`src/rtl/fifo_uart_tx_if.sv`:
```
// FIFO read-port bundle between the byte FIFO and the UART transmitter.
// master = the reader (transmitter), slave = the FIFO.
interface fifo_uart_tx_if;
  logic [7:0] fifo_q;
  logic       fifo_empty;
  logic       fifo_rdreq;

  modport master (input fifo_q, input fifo_empty, output fifo_rdreq);
  modport slave  (output fifo_q, output fifo_empty, input fifo_rdreq);
endinterface

```
`src/rtl/fifo_uart_tx.sv`:
```
// UART transmitter that pops bytes from a registered-output FIFO and sends
// start, 8 data bits LSB first, optional parity and one stop bit on txd.
//
// state   | meaning
// S_IDLE  | line high, pop a byte when enabled and FIFO not empty
// S_LOAD  | FIFO data valid, capture byte and parity
// S_START | start bit (txd=0)
// S_DATA  | 8 data bits, LSB first
// S_PAR   | parity bit (only when PARITY != 0)
// S_STOP  | stop bit (txd=1), frame_done in its last cycle
module fifo_uart_tx #(
  parameter int CLKS_PER_BIT = 434,
  parameter int PARITY       = 0
) (
  input  logic                  clock,
  input  logic                  reset,
  input  logic                  enable,
  fifo_uart_tx_if.master        fifo,
  output logic                  txd,
  output logic                  busy,
  output logic                  frame_done
);

  localparam int TW = $clog2(CLKS_PER_BIT);
  localparam logic [TW-1:0] T_LAST = TW'(CLKS_PER_BIT - 1);
  localparam logic [TW-1:0] T_PRE  = TW'(CLKS_PER_BIT - 2);

  typedef enum logic [2:0] {
    S_IDLE,
    S_LOAD,
    S_START,
    S_DATA,
    S_PAR,
    S_STOP
  } state_t;

  state_t        state;
  logic [TW-1:0] timer;
  logic [2:0]    bit_idx;
  logic [7:0]    shift;
  logic          par_bit;

  // Pop is decided in the same cycle so the byte is on fifo_q during LOAD.
  always_comb begin
    fifo.fifo_rdreq = (state == S_IDLE) && enable && !fifo.fifo_empty && !reset;
  end

  always_ff @(posedge clock) begin
    if (reset) begin
      state      <= S_IDLE;
      timer      <= '0;
      bit_idx    <= '0;
      shift      <= '0;
      par_bit    <= 1'b0;
      txd        <= 1'b1;
      busy       <= 1'b0;
      frame_done <= 1'b0;
    end else begin
      frame_done <= 1'b0;
      case (state)
        S_IDLE: begin
          txd   <= 1'b1;
          timer <= '0;
          if (fifo.fifo_rdreq) begin
            state <= S_LOAD;
            busy  <= 1'b1;
          end
        end

        S_LOAD: begin
          shift   <= fifo.fifo_q;
          par_bit <= (PARITY == 2) ? ~(^fifo.fifo_q) : ^fifo.fifo_q;
          bit_idx <= '0;
          timer   <= '0;
          txd     <= 1'b0;
          state   <= S_START;
        end

        S_START: begin
          if (timer == T_LAST) begin
            timer <= '0;
            txd   <= shift[0];
            state <= S_DATA;
          end else begin
            timer <= timer + 1'b1;
          end
        end

        S_DATA: begin
          if (timer == T_LAST) begin
            timer <= '0;
            shift <= {1'b0, shift[7:1]};
            if (bit_idx == 3'd7) begin
              bit_idx <= '0;
              if (PARITY != 0) begin
                txd   <= par_bit;
                state <= S_PAR;
              end else begin
                txd   <= 1'b1;
                state <= S_STOP;
              end
            end else begin
              bit_idx <= bit_idx + 1'b1;
              txd     <= shift[1];
            end
          end else begin
            timer <= timer + 1'b1;
          end
        end

        S_PAR: begin
          if (timer == T_LAST) begin
            timer <= '0;
            txd   <= 1'b1;
            state <= S_STOP;
          end else begin
            timer <= timer + 1'b1;
          end
        end

        S_STOP: begin
          // frame_done is registered, so it is raised one cycle early.
          if (timer == T_LAST) begin
            timer <= '0;
            busy  <= 1'b0;
            txd   <= 1'b1;
            state <= S_IDLE;
          end else begin
            timer <= timer + 1'b1;
            if (timer == T_PRE) frame_done <= 1'b1;
          end
        end

        default: begin
          state <= S_IDLE;
          txd   <= 1'b1;
          busy  <= 1'b0;
        end
      endcase
    end
  end

endmodule

```
`src/flat_wrapper.sv`:
```
// flat-port wrapper written by rule: the top's interface ports become plain ports
module fifo_uart_tx_flat 
#(
  parameter int CLKS_PER_BIT = 434,
  parameter int PARITY       = 0
)
  (clock, reset, enable, txd, busy, frame_done, fifo_fifo_q, fifo_fifo_empty, fifo_fifo_rdreq);
  fifo_uart_tx_if fifo_i ();
  input  logic clock;
  input  logic reset;
  input  logic enable;
  output logic txd;
  output logic busy;
  output logic frame_done;
  input wire logic [$bits(fifo_i.fifo_q)-1:0] fifo_fifo_q;
  input wire logic [$bits(fifo_i.fifo_empty)-1:0] fifo_fifo_empty;
  output wire logic [$bits(fifo_i.fifo_rdreq)-1:0] fifo_fifo_rdreq;
  assign fifo_i.fifo_q = fifo_fifo_q;
  assign fifo_i.fifo_empty = fifo_fifo_empty;
  assign fifo_fifo_rdreq = fifo_i.fifo_rdreq;
  fifo_uart_tx #(.CLKS_PER_BIT(CLKS_PER_BIT), .PARITY(PARITY)) u_core (.clock(clock), .reset(reset), .enable(enable), .fifo(fifo_i), .txd(txd), .busy(busy), .frame_done(frame_done));
endmodule
```
`config.mk`:
```
export PLATFORM = sky130hd
export DESIGN_NAME = fifo_uart_tx_flat
export DESIGN_NICKNAME = d
export VERILOG_FILES = /design/src/rtl/fifo_uart_tx_if.sv /design/src/rtl/fifo_uart_tx.sv /design/src/flat_wrapper.sv
export SDC_FILE = /design/constraint.sdc
export NUM_CORES = 1
export LEC_CHECK = 0
export CORE_MARGIN = 10
export CORE_UTILIZATION = 55
export CTS_CLUSTER_SIZE = 40
export DETAILED_ROUTE_END_ITERATION = 10
export HOLD_SLACK_MARGIN = 0.1
export MAX_ROUTING_LAYER = met4
export PLACE_DENSITY = 0.88
export SETUP_SLACK_MARGIN = 0.2
export SYNTH_ARGS = -nofsm -noshare
export SYNTH_HDL_FRONTEND = slang
export SYNTH_SLANG_ARGS = --single-unit
```
`constraint.sdc`:
```
create_clock -name clock -period 1.9 [get_ports clock]
set_input_delay 0.38 -clock clock [delete_from_list [all_inputs] [get_ports clock]]
set_output_delay 0.38 -clock clock [all_outputs]
set_load 0.01 [all_outputs]
```
# --- Word-level counts from Yosys, hierarchy flattened ---
# Index checks and enable logic that the tools add are counted.
word_totals:
  register_bits: 26
  latch_bits: 0
  mem_bits_rw: 0
  rom_bits: 0
  input_bits: 12
  mem_count: 0
classes:
  addsub: 2
  multipliers: 0
  n_div: 0
  order_cmp: 0
  eq_ne: 15
  shift: 0
  n_mux: 23
  bitwise_logic: 2
  n_reduce_logical: 17
ops:
  columns: ["cell", "count"]
  rows:
  - ["$mux 3", 8]
  - ["$eq 9x9->1 const B", 2]
  - ["$pmux 3 s6", 1]
  - ["$pmux 9 s2", 1]
  - ["$pmux 8 s2", 1]
  - ["$ne 2x1->1 const B", 6]
  - ["$add 9x1->9 const B", 1]
  - ["$eq 3x3->1 const B", 3]
  - ["$mux 9", 1]
  - ["$mux 8", 1]
  - ["$reduce_or 4->1", 2]
  - ["$mux 1", 7]
  - ["$eq 3x2->1 const B", 2]
  - ["$pmux 3 s2", 1]
  - ["$reduce_and 3->1", 2]
  - ["$reduce_and 6->1", 1]
  - ["$pmux 1 s4", 1]
  - ["$reduce_bool 2->1", 2]
  - ["$reduce_or 2->1", 2]
  - ["$add 3x1->3 const B", 1]
  - ["$eq 3x1->1 const B", 1]
  - ["$logic_and 1x1->1", 3]
  - ["$logic_not 3->1", 1]
  - ["$pmux 1 s3", 1]
  - ["other kinds (5)", 7]

# --- Longest topological paths before layout ---
# Gate-level depths: netlist of run 1.
depth:
  depth_word: 6
  ltp_mapped: 8

# --- Worst setup path after synthesis of run 1 ---
# Ideal clock, no wire load.
synth_path:
  path_type: "reg-to-reg"
  from: "register u_core.timer[0]"
  to: "register u_core.timer[7]"
  setup_ps: 122
  arrival_time_ps: 1579
  required_time_ps: 1778
  slack_ps: 199
  path_stages_with_launch: 7
  n_path_buf: 2
  synth_period_minus_slack_ps: 1701
  cell_sequence: "dfxtp_1 > ha_1 > and4_1 > clkbuf_1 > a211oi_2 > buf_6 > a221o_1"
synth_via:
  elab_chain_len: 3
  word_cells_on_any_way: 4
  cone_classes: "add/sub (1); eq/ne (1); mux (2)"
synth_lines:
  columns: ["item", "line", "source"]
  rows:
  - ["start, declared", "fifo_uart_tx.sv:38", "logic [TW-1:0] timer;"]
  - ["start signal, assigned", "fifo_uart_tx.sv:85", "timer <= timer + 1'b1;"]
  - ["start signal, assigned", "fifo_uart_tx.sv:107", "timer <= timer + 1'b1;"]
  - ["start signal, assigned", "fifo_uart_tx.sv:117", "timer <= timer + 1'b1;"]
  - ["$add 9x1->9 or $eq 9x9->1 (tied branches)", null, null]
  - ["$mux 9 *", null, null]
  - ["$pmux 9 s2 *", "fifo_uart_tx.sv:60", "case (state)"]
# Every way passes the cells marked *; elsewhere a longest branch is shown, timed or not.
# A chain may end at the register's enable or synchronous reset.

# --- Worst setup path in the final report of run 1 ---
layout_path:
  from: "register u_core.timer[1]"
  to: "register u_core.bit_idx[2]"
layout_via:
  elab_chain_len: 3
layout_lines:
  columns: ["item", "line", "source"]
  rows:
  - ["$eq 9x9->1", "fifo_uart_tx.sv:90", "if (timer == T_LAST) begin"]
  - ["$ne 2x1->1 (no source line)", null, null]
  - ["$reduce_and 2->1 (no source line)", null, null]
  - ["end signal, assigned", "fifo_uart_tx.sv:103", "bit_idx <= bit_idx + 1'b1;"]
  - ["end, declared", "fifo_uart_tx.sv:39", "logic [2:0] bit_idx;"]
# Every way passes these cells.

==> flow_summary.json, run 1 <==
{
  "power.density_mw_per_mm2": 529,
  "drt_pass1_iterations": 4,
  "drt_iter0_drc": 211,
  "grt_pass1_wl_um": 6310,
  "dieWidth_um": 72.5,
  "cts_hold_buf": 0,
  "hold_viol_final": 0,
  "r2r.worst_path.cells": 7,
  "synth.net_count": 202,
  "crit_chain": "inv_1 -> ha_2 -> and4_4 -> buf_4 -> nand2_2 -> a21boi_1 -> o21ai_0",
  "cp.required_ps": 2120,
  "whs_ps": 511,
  "crit_arrival_ps": 1900,
  "h-tree-depth": 1,
  "core_mm2": 0.00254,
  "grt-ovfl-total": 0,
  "vias_per_cell": 6.32,
  "synth_area_leaders": "dfxtp_1, nand3_1, a21oi_1",
  "hold_class": "flop to flop",
  "finalCriticalPeriod_ps": 1680,
  "num_rows": 18,
  "worstReg2RegEnd": "u_core.bit_idx[2]$_SDFFE_PP0P_",
  "synth_common_cells": "dfxtp_1, nand3_1, a21oi_1, a31oi_1",
  "tightest_slew_ps": 357,
  "synth_top_area_cell": "dfxtp_1",
  "ir_drop_mv": 0.444,
  "start_util_pct": 59.6,
  "slew_violations": 0,
  "drv_cap": 0,
  "crit_start": "u_core.timer[1]$_SDFFE_PP0P_",
  "synth-seq-area-share_pct": 34.3,
  "io_pins": 16,
  "yosysUniqueCellTypes": 43,
  "critPathBufInv": 2,
  "final_nets": 227,
  "rrSetupSlack_ps": 220,
  "yosysTopAreaCellShare_pct": 34.3,
  "fin_setup_tns_ps": 0,
  "cp-start-kind": "flop",
  "synth_area_mm2": 0.00152,
  "synthArstFlopShare_pct": 0,
  "dp_hpwl_um": 2560,
  "drc": 0,
  "synthCells": 185,
  "area_delta_synth_final_pct": 23.8,
  "synth_most_common_cell": "dfxtp_1",
  "status": "completed",
  "critPathMaxStageDelay_ps": 380,
  "synth_ff_type": "dfxtp_1",
  "dieArea_mm2": 0.00526,
  "ys_ff_latch": 26,
  "antenna_found_initial": 0,
  "portBuffers": 15,
  "min_path_cells": 2,
  "critPathTopFamily": "simple AND/OR/NAND/NOR gates",
  "path_depth": 7,
  "wl_per_cell_um": 16.6,
  "p_leak_nw": 0.718,
  "ant_nets": 0,
  "r2r-start": "u_core.timer[1]$_SDFFE_PP0P_",
  "slew_headroom_pct": 76.2,
  "die_y_um": 72.5,
  "num_vias": 1510,
  "clock-sinks": 26,
  "fin_crit_sh_pct": 88.6,
  "routed_wirelength_um": 3960,
  "hold_end": "u_core.bit_idx[1]$_SDFFE_PP0P_",
  "fin_skew_ps": 10.7,
  "hold_start": "u_core.bit_idx[1]$_SDFFE_PP0P_",
  "cts_root_buf": "clkbuf_4",
  "synth_edf_count": 0,
  "max_freq_ghz": 0.594,
  "clock_path_buffers": 2,
  "cts.clk_slew.worst_paths_ps": 150,
  "setup_viol": 0,
  "critPathKind": "flop to flop",
  "grt_max_degree": 32,
  "insertedDiodeCount": 0,
  "cts_tree": "done",
  "worstSkewPairLatency_ps": 330,
  "cp_slowest_cell": "dfxtp_4",
  "end_kind": "flop",
  "avgSynthCellArea_um2": 8.20,
  "yosys_warnings": 0,
  "final_layout_size_suffix_gt1_share_pct": 20.1,
  "grt_usage_pct": 14.7,
  "numCtsBuffers": 3,
  "critPathMaxFanout": 10,
  "rsz0062_at_grt": "false",
  "grt_pass1_vias": 1421,
  "gp_congestion": 0.828
}
-- cell type report --
type	instances	area [um2]
fill	192	666
clock buffer	4	36.3
timing repair buffer	35	302
tap	30	37.5
inverter	3	11.3
sequential	26	531
multi-input combinational	141	962
-- worst min-delay path: stages, from the launching register on --
cell and delay [ps]:
dfxtp_1 340, nand2b_1 70, o2bb2ai_1 70
-- sequential cells by signal, indices dropped and copies added (netlist names) --
name	flops
u_core.bit_idx	3
u_core.busy	1
u_core.frame_done	1
u_core.shift	8
u_core.state	3
u_core.timer	9
u_core.txd	1
-- metrics by stage --
| step | utilization (%) | std cells | instance area (um2) | power [W] | worst slack (ps) |
|---|---|---|---|---|---|
| after floorplan | - | 185 | 1520 | 0.000650 | 251 |
| after global placement | 67.6 | 227 | 1720 | 0.000699 | -393 |
| after detailed placement | 67.6 | 227 | 1720 | 0.000704 | -428 |
| after CTS | 70.2 | 232 | 1790 | 0.000991 | 155 |
| after global routing | 73.8 | 239 | 1880 | 0.00104 | 134 |
| final | 73.8 | 239 | 1880 | 0.000994 | 216 |
-- cell families after synthesis --
logic type,Yosys count,share of synthesized area (%)
fa+ha+maj,5,4.12
simple gates,86,34.5
xor+xnor,2,1.15
buf+inv,18,5.77
flops,26,34.3
compound gates,48,20.2
-- how the worst max path moves through the flow --
stage               slack, ps                             end
CTS                       150                 fifo_fifo_rdreq
detailed placement       -430                 fifo_fifo_rdreq
floorplan                 250    u_core.timer[8]$_SDFFE_PP0P_
global placement         -390                 fifo_fifo_rdreq
global route              130  u_core.bit_idx[2]$_SDFFE_PP0P_
finish                    220  u_core.bit_idx[2]$_SDFFE_PP0P_
-- cell usage in the layout (no fill, tap or decap), drive strengths merged --
master,n
a22o,1
a31oi,12
nand4b,2
o21ai,7
dfxtp,26
nor2,10
nor4,2
nand2b,9
dlygate4sd2,2
a211o,1
or4bb,1
nor2b,2
clkbuf,4
buf,21
and4,3
nand2,6
nand4,4
a21boi,1
a21oi,15
nand3b,1
nor3,3
and3,5
or3,1
nor3b,10
inv,3
ha,5
clkdlybuf4s50,10
a221o,3
or2,1
o21bai,1
and2,4
a211oi,4
nor4b,2
xnor2,2
dlymetal6s2s,2
o2bb2ai,1
nand3,20
a21o,2
-- power breakdown --
group | internal (W) | switching, W
sequential | 0.000557 | 0.0000115
clock | 0.000117 | 0.000171
combinational | 0.0000712 | 0.0000655
total | 0.000746 | 0.000248
-- routing by layer --
metal / global-route usage (%) / wire length [um]
met1: 17.2 / 1770
met2: 23.9 / 1990
met3: 2.31 / 146
met4: 6.96 / 53
met5: - / 0
-- timing repair --
action | in CTS | in global routing
gates resized for setup | 13 | 14
setup buffers | 1 | 7
pin swaps | 2 | 2
endpoints found under the setup margin | 12 | 20
gates cloned | 0 | 0
Power figures use the tool's default switching activity.
==> run 2: changes to the inputs <==
CORE_UTILIZATION = 58   (was 55)
CTS_BUF_LIST = sky130_fd_sc_hd__clkbuf_2 sky130_fd_sc_hd__clkbuf_4 sky130_fd_sc_hd__clkbuf_8   (was unset)
PLACE_DENSITY = 0.91   (was 0.88)
SLEW_MARGIN = 20   (was unset)
==> run 2 against run 1 <==
  * Via count is 0.13% higher
  * Critical endpoint is now txd
  * Largest cell class unchanged
  * Flip-flop and latch count unchanged
  * Die area is 3.8% lower
  * Critical path type is now flop to output port
==> flow_summary.json, run 2 (synthesized netlist as in run 1, its figures left out) <==
{
  "status": "completed",
  "finalCriticalPeriod_ps": 1670,
  "drt_pass1_iterations": 5,
  "fin_util_pct": 75.5,
  "critPathBufInv": 1,
  "drv_cap": 0,
  "slew_headroom_pct": 80.1,
  "clock-sinks": 26,
  "rsz0062_at_grt": "true",
  "crit_chain": "clkdlybuf4s50_1",
  "reg.largest.list": "u_core.timer: 9 flops, u_core.shift: 8 flops",
  "top_layer_used": "met4",
  "crit_arrival_ps": 1290,
  "numCtsBuffers": 3,
  "slew_violations": 0,
  "cts_tree": "done",
  "cp_slowest_cell": "clkdlybuf4s50_1",
  "antenna_found_initial": 0,
  "p_int_w": 0.000844,
  "critPathKind": "flop to output port",
  "p_clk_share_pct": 35.7,
  "combinationalPowerShare_pct": 12.4,
  "final_nets": 224,
  "grt_pass1_wl_um": 6510,
  "fin_crit_sh_pct": 87.9,
  "final_common_cell": "dfxtp_1",
  "critPathTopFamily": "buffers and inverters",
  "setup_viol": 0,
  "core_mm2": 0.00248,
  "dieArea_mm2": 0.00506,
  "p_leak_nw": 0.687,
  "cts_root_buf": "clkbuf_4",
  "die_y_um": 71.2,
  "final_cell_area_mm2": 0.00187,
  "hold_class": "flop to flop",
  "start_util_pct": 61.3,
  "cp-start-kind": "flop",
  "insertedDiodeCount": 0,
  "grt_pass1_vias": 1450,
  "cts.clk_slew.worst_paths_ps": 160,
  "mostFrequentLayoutCells": "dfxtp_1, nand3_1, a21oi_1, buf_4, a31oi_1",
  "hold_viol_final": 0,
  "dieWidth_um": 71.2,
  "dp_hpwl_um": 2560,
  "max_flop_register": "u_core.timer",
  "portBuffers": 15,
  "p_switching_w": 0.000258,
  "place_area_mm2": 0.00173,
  "wl_met1_um": 1680,
  "wl_per_cell_um": 16.8,
  "critPathMaxFanout": 2,
  "fin_setup_tns_ps": 0,
  "ir_drop_mv": 0.376,
  "gp_congestion": 0.869,
  "grt_max_degree": 32,
  "critPathMaxStageDelay_ps": 560,
  "vias_per_cell": 6.41,
  "wl_met2_um": 1950,
  "final_layout_size_suffix_gt1_share_pct": 18.4,
  "met3_length_um": 227,
  "largest_register_ffs": 9,
  "routed_wirelength_um": 3960,
  "power.density_mw_per_mm2": 590,
  "grt-ovfl-total": 0,
  "h-tree-depth": 1,
  "end_kind": "output port",
  "tightest_slew_ps": 297,
  "drc": 0,
  "cts_hold_buf": 0,
  "cp.required_ps": 1520,
  "grt_usage_pct": 15.2,
  "p_sw_share_pct": 23.4,
  "fin_skew_ps": 14.4,
  "max_freq_ghz": 0.599,
  "io_pins": 16,
  "drt_iter0_drc": 204,
  "area_delta_synth_final_pct": 23.2,
  "seq_power_share_pct": 51.8,
  "worstSkewPairLatency_ps": 340,
  "ant_nets": 0,
  "num_vias": 1512,
  "clock_path_buffers": 2,
  "num_rows": 18
}
## run 2: final timing paths
path	from	to	slack (ps)	depth (start not counted)
setup reg to reg	u_core.timer[6]$_SDFFE_PP0P_	u_core.busy$_SDFFE_PP0P_	280	6
hold reg to reg	u_core.shift[7]$_SDFFE_PP0P_	u_core.shift[7]$_SDFFE_PP0P_	510	2
hold / removal	u_core.shift[7]$_SDFFE_PP0P_	u_core.shift[7]$_SDFFE_PP0P_	510	2
setup / recovery	u_core.txd$_SDFFE_PP1P_	txd	230	1
## run 2: layout make-up
type                    count  area, um2
well taps                  30       37.5
fillers                   184        608
flip-flops and latches     26        524
inverters                   3       11.3
clock inverters             1       30.0
clock buffers               3       22.5
multi-input cells         141        962
repair buffers             32        282
## run 2: routing by layer
layer  up-vias  GRT usage (%)
li1        729              -
met1       710           17.0
met2        60           26.3
met3        13           2.65
met4         0           5.59
met5         -              -
## run 2: what timing repair did
item / CTS / global route
cloned: 0 / 1
gates resized for setup: 12 / 17
pin swaps: 3 / 2
setup buffers: 1 / 2
endpoints found under the setup margin: 8 / 19
## run 2: through the flow
step	setup slack (ps)	hold slack [ps]	power, W	std cells
global placement	-329	456	0.000698	228
CTS	213	509	0.00109	233
floorplan	251	448	0.000650	185
detailed placement	-373	486	0.000704	228
global route	182	542	0.00114	236
finish	231	508	0.00110	236
## run 2: power by group through the flow
stage / Clock (W) / Combinational [W] / Sequential (W)
2_1_floorplan: 0 / 0.0000684 / 0.000581
5_1_grt: 0.000415 / 0.000149 / 0.000573
3_3_place_gp: 0 / 0.000117 / 0.000580
3_5_place_dp: 0 / 0.000123 / 0.000581
4_1_cts: 0.000389 / 0.000128 / 0.000571
6_report: 0.000394 / 0.000137 / 0.000572
